## config.mk

```make
export PLATFORM = sky130hd
export DESIGN_NAME = sha256_msg_pad
export DESIGN_NICKNAME = d
export VERILOG_FILES = /design/src/rtl/sha256_msg_pad_pkg.sv /design/src/rtl/sha256_msg_pad.sv
export SDC_FILE = /design/constraint.sdc
export NUM_CORES = 2
export LEC_CHECK = 0
export ABC_CLOCK_PERIOD_IN_PS = 41500
export CORE_MARGIN = 3
export CORE_UTILIZATION = 24
export CTS_BUF_LIST = sky130_fd_sc_hd__clkbuf_4 sky130_fd_sc_hd__clkbuf_8 sky130_fd_sc_hd__clkbuf_16
export CTS_CLUSTER_SIZE = 14
export DETAILED_ROUTE_END_ITERATION = 6
export DONT_BUFFER_PORTS = 1
export GPL_ROUTABILITY_DRIVEN = 0
export PLACE_DENSITY_LB_ADDON = 0.05
export SYNTH_ARGS = -nofsm -noshare
export SYNTH_HDL_FRONTEND = slang
export SYNTH_SLANG_ARGS = --single-unit
```

## constraint.sdc

```tcl
create_clock -name clk -period 41.5 [get_ports clk]
set_clock_uncertainty 0.15 [all_clocks]
set_input_delay 8.3 -clock clk [delete_from_list [all_inputs] [get_ports clk]]
set_output_delay 8.3 -clock clk [all_outputs]
set_load 0.02 [all_outputs]
```

## src/rtl/sha256_msg_pad_pkg.sv

```systemverilog
// Shared SHA-256 message-path definitions: block geometry, padding constants,
// the padder state encoding and a byte-lane helper.
// The schedule and compression blocks import this package as well.
package sha256_msg_pad_pkg;

  // Block geometry
  localparam int SHA256_BLOCK_W      = 512;
  localparam int SHA256_LEN_FIELD_W  = 64;
  localparam int SHA256_BLOCK_BYTES  = SHA256_BLOCK_W / 8;

  // First byte index of the length field (56)
  localparam int SHA256_LEN_POS      = SHA256_BLOCK_BYTES - (SHA256_LEN_FIELD_W / 8);

  // Padding byte that terminates the message
  localparam logic [7:0] SHA256_PAD_BYTE = 8'h80;

  // Padder states:
  //   FILL  - taking message bytes
  //   PAD80 - writing the 0x80 marker
  //   ZERO  - zero fill
  //   LEN   - writing the length field
  //   EMIT  - presenting a block
  typedef enum logic [2:0] {
    FILL  = 3'd0,
    PAD80 = 3'd1,
    ZERO  = 3'd2,
    LEN   = 3'd3,
    EMIT  = 3'd4
  } padState_e;

  // Byte 0 of a block lives in the top byte lane, so lane N starts at bit 504-8N.
  function automatic logic [8:0] byteLsb(input logic [5:0] lane);
    return 9'(SHA256_BLOCK_W - 8) - {lane, 3'b000};
  endfunction

endpackage

```

## src/rtl/sha256_msg_pad.sv

```systemverilog
// SHA-256 message padder.
// Packs an incoming byte stream into 512-bit blocks.
// Appends the 0x80 marker, the zero fill and the 64-bit big-endian bit length,
// spilling into an extra block when the length field no longer fits.
module sha256_msg_pad
  import sha256_msg_pad_pkg::*;
#(
  parameter int LEN_W = 64
) (
  input  logic                      clk,
  input  logic                      rst,
  input  logic [7:0]                in_data,
  input  logic                      in_valid,
  input  logic                      in_last,
  output logic                      in_ready,
  output logic [SHA256_BLOCK_W-1:0] blk_data,
  output logic                      blk_valid,
  input  logic                      blk_ready,
  output logic                      blk_last,
  output logic                      busy
);

  padState_e                 r_state;
  padState_e                 r_retState;
  logic [6:0]                r_idx;
  logic [LEN_W-1:0]          r_len;
  logic [SHA256_BLOCK_W-1:0] r_blkData;
  logic                      r_blkValid;
  logic                      r_blkLast;
  logic                      r_busy;

  logic                          w_accept;
  logic [6:0]                    w_nextIdx;
  logic [8:0]                    w_laneLsb;
  logic [SHA256_LEN_FIELD_W-1:0] w_lenField;

  // Bytes are only taken while filling; reset forces in_ready low immediately.
  assign in_ready  = (r_state == FILL) && !rst;
  assign w_accept  = in_valid && in_ready;
  assign w_nextIdx = r_idx + 7'd1;
  assign w_laneLsb = byteLsb(r_idx[5:0]);

  assign blk_data  = r_blkData;
  assign blk_valid = r_blkValid;
  assign blk_last  = r_blkLast;
  assign busy      = r_busy;

  // Zero-extend the running bit count into the 64-bit length field.
  always_comb begin
    w_lenField              = '0;
    w_lenField[LEN_W-1:0]   = r_len;
  end

  // Padder state machine.
  // The block buffer doubles as the registered output, so blk_data is stable in EMIT.
  always_ff @(posedge clk or posedge rst) begin
    if (rst) begin
      r_state    <= FILL;
      r_retState <= FILL;
      r_idx      <= '0;
      r_len      <= '0;
      r_blkData  <= '0;
      r_blkValid <= 1'b0;
      r_blkLast  <= 1'b0;
      r_busy     <= 1'b0;
    end else begin
      unique case (r_state)
        FILL: begin
          if (w_accept) begin
            r_blkData[w_laneLsb +: 8] <= in_data;
            r_len                     <= r_len + LEN_W'(8);
            r_busy                    <= 1'b1;
            if (r_idx == 7'(SHA256_BLOCK_BYTES - 1)) begin
              // Block full: ship it, then resume padding or filling.
              r_idx      <= 7'(SHA256_BLOCK_BYTES);
              r_blkValid <= 1'b1;
              r_state    <= EMIT;
              r_retState <= in_last ? PAD80 : FILL;
            end else begin
              r_idx <= w_nextIdx;
              if (in_last) begin
                r_state <= PAD80;
              end
            end
          end
        end

        PAD80: begin
          r_blkData[w_laneLsb +: 8] <= SHA256_PAD_BYTE;
          r_idx                     <= w_nextIdx;
          if (w_nextIdx == 7'(SHA256_BLOCK_BYTES)) begin
            // Marker took the last lane: the length goes into a fresh block.
            r_blkValid <= 1'b1;
            r_state    <= EMIT;
            r_retState <= ZERO;
          end else begin
            // Whether the length still fits is decided in ZERO: it stops at lane 56
            // when it starts below it, otherwise it runs on to the end of the block.
            r_state <= ZERO;
          end
        end

        ZERO: begin
          if (r_idx == 7'(SHA256_LEN_POS)) begin
            r_state <= LEN;
          end else if (r_idx == 7'(SHA256_BLOCK_BYTES)) begin
            r_blkValid <= 1'b1;
            r_state    <= EMIT;
            r_retState <= ZERO;
          end else begin
            r_blkData[w_laneLsb +: 8] <= 8'h00;
            r_idx                     <= w_nextIdx;
          end
        end

        LEN: begin
          r_blkData[SHA256_LEN_FIELD_W-1:0] <= w_lenField;
          r_idx                             <= 7'(SHA256_BLOCK_BYTES);
          r_blkLast                         <= 1'b1;
          r_blkValid                        <= 1'b1;
          r_state                           <= EMIT;
        end

        EMIT: begin
          if (blk_ready) begin
            r_blkValid <= 1'b0;
            r_blkData  <= '0;
            r_idx      <= '0;
            if (r_blkLast) begin
              r_blkLast <= 1'b0;
              r_len     <= '0;
              r_busy    <= 1'b0;
              r_state   <= FILL;
            end else begin
              r_state <= r_retState;
            end
          end
        end

        default: begin
          r_state <= FILL;
        end
      endcase
    end
  end

endmodule

```

==> results <==
- The power per cell area is 75.8 nW/um^2.
- Setup slack on the worst reg-to-reg path comes out at about 36 ns.
- The placement-stage cell area is approximately 28,000 sq um.
- The core region is roughly 110,000 sq um.
- The share of the clock period used by the worst path is 0.412.
- Entering global routing, the biggest net connects around 160 pins.
- Of the total power, the share spent switching nets is 0.438.
- The wire length of the first global-routing pass is approximately 170,000 um.
- The initial antenna violation count is 6.
- The path with the worst hold slack has its endpoint at r_len[41].
- In the global route stage, overall resource usage came out at 0.213.
- The logic depth of the worst register-to-register path is 7.
- The number of warning messages in the yosys log is 0.
- The aggregate global routing overflow is 0.
- The highest net fanout along the worst path is 4.
- The net switching power is about 1.0 mW.
- Together, buffers and inverters on the worst path number 0.
- The synthesized design contains 0 enable-type register cells.
- The tool flagged a number of max-cap violations equal to 0.
- The number of cell rows is 120.
- The length of the first detailed-routing pass in iterations is 5.
- In the synthesized netlist the async set-or-reset flop fraction comes to 1.00.
- The final layout net count is 2,497.
- STA puts the critical path data required time at around 33 ns.
- The largest single stage delay on the critical path is around 0.33 ns.
- The detail-routed net length per standard cell is ~31 um.
- The area growth from synthesis to layout is 16.0%.
- In this run the critical register-to-register path is launched from r_idx[0].
- The launch instance of the worst min-delay path is r_len[41].
- The hold-fix buffer count after cts is 0.
- The data arrival time of the critical path is about 8.6 ns.
- Synthesis produced a netlist whose cell count is 2,549.
- The iteration-0 DRC count of the detailed router is between 1,500 and 2,000.
- Measured against its own limit, the worst slew margin works out to 0.0394.
- STA classifies the critical path startpoint as an input pin.
- After synthesis, the cell types taking the most area are dfrtp_1, a22o_1, o21ai_0.
- Of all cell types, the one taking the most synthesized area is dfrtp_1.
- During placement, the flow inserted port buffers numbering 0.
- In the final layout, the share of cells above drive strength 1 is 0.122.
- For this run, design rule violations remaining after detail routing come to 0.
- In this run the critical register-to-register path is captured at blk_data[285].
- The number of global-route vias before repair came to 21,000.
- For the pin with the worst max-slew slack, the measured transition is roughly 1.4 ns.
- During I/O placement, the number of pins put on the boundary was 529.
- Once detail routing completed, the nets flagged for antenna violations numbered 0.
- Summed over all layers, the routed wires come to ~120,000 um.
- The share of total power dissipated in the clock network is 0.309.
- The floorplan step defined a die boundary enclosing between 100,000 and 150,000 sq um.
- The most repeated cell in the gate-level netlist after synthesis is dfrtp_1.
- The final count of hold timing violations is 0.
- The starting density of the core is 0.243.
- The post-synthesis instance area is 26,200 sq um.
- The half-perimeter wire length after placement is ~87,000 um.
- TritonCTS built the clock tree.
- The TritonCTS buffer count is 77.
- The fill cell total of the finished layout is about 11,000.
- The startpoint-to-endpoint class of the critical path is input pin to primary output.
- The cell area after layout is 30,300 sq um.
- Of the total power, combinational logic draws 0.280.
- The synthesized design contains about 590 register bits.
- The leakage power of the design is around 13 nW.
- The count of vias placed by the detailed router is about 22,000.
- Using the TritonRoute via totals, the vias-per-cell ratio works out to between 5 and 6.
- The kind of cell with the highest combined delay along the critical path is simple AND/OR/NAND/NOR gates.
- The repair_antennas step left the layout with diodes totalling 0.
- In this run the worst hold path is classified as flip-flop to flip-flop.
- The count of H-tree levels built during CTS is 3.
- The clock period minus final worst setup slack is approximately 17 ns.
- The longest clock path from root to sink contains 3 buffers.
- The nature of the critical path endpoint is a primary output.
- The number of max-slew violations in the final report is 0.
- The highest clock rate is around 59 MHz.
- The die is about 340 um wide.
- The die is around 340 um tall.
- The sequential power share is 0.411.
- The worst hold path cell count is 1.
- The flow ran to the end, and the final reports show no timing, DRC or antenna violations.
- Setup repair after global routing left no endpoint under its margin.
- The portion of the post-synthesis area used by sequential elements is 0.563.
- The number of failing setup endpoints in the final timing report is 0.
- The worst hold slack is roughly 0.37 ns.
- The mean post-synth cell area is 10.3 sq um.
- The clock edge transition at the registers on the reported setup and hold paths is around 0.06 ns.
- For this run, the leading register cell type out of synthesis is dfrtp_1.
- The internal portion of the total power is roughly 1.3 mW.
- In the synthesized netlist, the cells that appear most often are dfrtp_1, nand2_1, o21ai_0, a22o_1, clkbuf_1.
- The cell with the largest stage delay on the worst path is nor2_1.
- Once the clock tree was built, the setup fixing pass inserted 0 buffers.
- The number of resized instances in the post-cts repair step is 0.
- The synthesized netlist net count is around 2,600.
- The signal on the critical path passes through nor2_1.
- The setup TNS is 0 ns.
- The clock drives between 500 and 600 sinks.
- For the worst-skew pair, the clock arrives at the later sink with an insertion delay of between 0.6 and 0.7 ns.
- The area share of the largest cell type after synthesis is 0.563.
- The maximum vdd ir drop is between 30 and 40 uV.
- The cell chosen for the clock root is clkbuf_16.
- The count of unique library cells instantiated by Yosys is 82.
## area by class of cell
class                   instances  area [sq um]  area share
multi-input cells            1741         10700       0.351
well taps                    1403          1760      0.0578
flip-flops and latches        588         14700       0.485
clock buffers                 119          2440      0.0803
clock inverters                22           274     0.00903
repair buffers                 58           448      0.0148
inverters                      15          63.8     0.00210
## kinds of logic (layout without fill, tap and decap cells)
family,Yosys count,in the layout,share of synthesized area
AO/OA/AOI/OAI,954,954,0.250
AND/OR/NAND/NOR,740,740,0.135
flip-flops,588,588,0.563
buffers and inverters,220,214,0.0339
multiplexers,38,38,0.0149
XOR/XNOR,6,6,0.00201
adder cells (fa/ha/maj),3,3,0.00144
## state kept, by name, summed over array words and instances, names as in the netlist
signal,count
blk_valid,1
r_state,3
r_len,61
blk_data,512
blk_last,1
r_retState,2
r_idx,7
busy,1
## placed cells by master (no fill, tap or decap), types with 7 or more instances in the layout
master / count
clkinv_2: 11
nor2_1: 142
nand4_1: 21
clkbuf_16: 82
nand2_1: 301
buf_4: 57
nand3_1: 68
clkbuf_4: 20
o31ai_1: 13
a21oi_1: 98
nor3_1: 44
o21ai_0: 294
a32o_1: 22
and2_1: 11
inv_1: 14
a31o_2: 45
nor2_2: 7
mux2i_1: 33
nor3_2: 11
o2bb2ai_1: 38
and4_1: 8
o211ai_1: 11
a22oi_1: 43
or3_1: 14
a31oi_1: 66
o22ai_1: 14
or2_2: 9
and3_1: 35
dfrtp_1: 588
o21ai_1: 23
clkbuf_8: 17
a21o_1: 15
nand2b_1: 13
nor2b_1: 14
a22o_1: 204
## worst max path at each step
stage | slack, ns | startpoint | end | depth (start not counted)
final | 24.42 | rst | in_ready | 1
after global routing | 24.41 | rst | in_ready | 1
after CTS | 24.41 | rst | in_ready | 1
after detailed placement | 24.41 | rst | in_ready | 1
after global placement | 24.41 | rst | in_ready | 1
after floorplan | 16.60 | rst | blk_data[0] | 1
## metal layers
metal | up-vias | wire [um] | GRT usage
met4 | 0 | 3610 | 0.0702
met3 | 153 | 10600 | 0.0671
met1 | 11200 | 51500 | 0.271
li1 | 9373 | - | -
met5 | - | 0 | 0
met2 | 807 | 58400 | 0.343
## power groups by stage
| stage | Combinational [mW] | Clock (mW) | Sequential (mW) |
|---|---|---|---|
| finish | 0.644 | 0.711 | 0.946 |
| floorplan | 0.409 | 0 | 0.873 |
| global route | 0.696 | 0.758 | 0.959 |
| detailed placement | 0.646 | 0 | 0.958 |
| CTS | 0.649 | 0.735 | 0.949 |
| global placement | 0.639 | 0 | 0.959 |
## per-stage QoR
stage	setup WS [ns]	util	total power [mW]	cells
6_report	24.42	0.282	2.30	3946
5_1_grt	24.41	0.282	2.41	3946
4_1_cts	24.41	0.282	2.33	3946
3_5_place_dp	24.41	0.257	1.60	3805
3_3_place_gp	24.41	0.257	1.60	3805
2_1_floorplan	16.60	-	1.28	2549
Note: power is estimated with default switching activity, not from simulation.
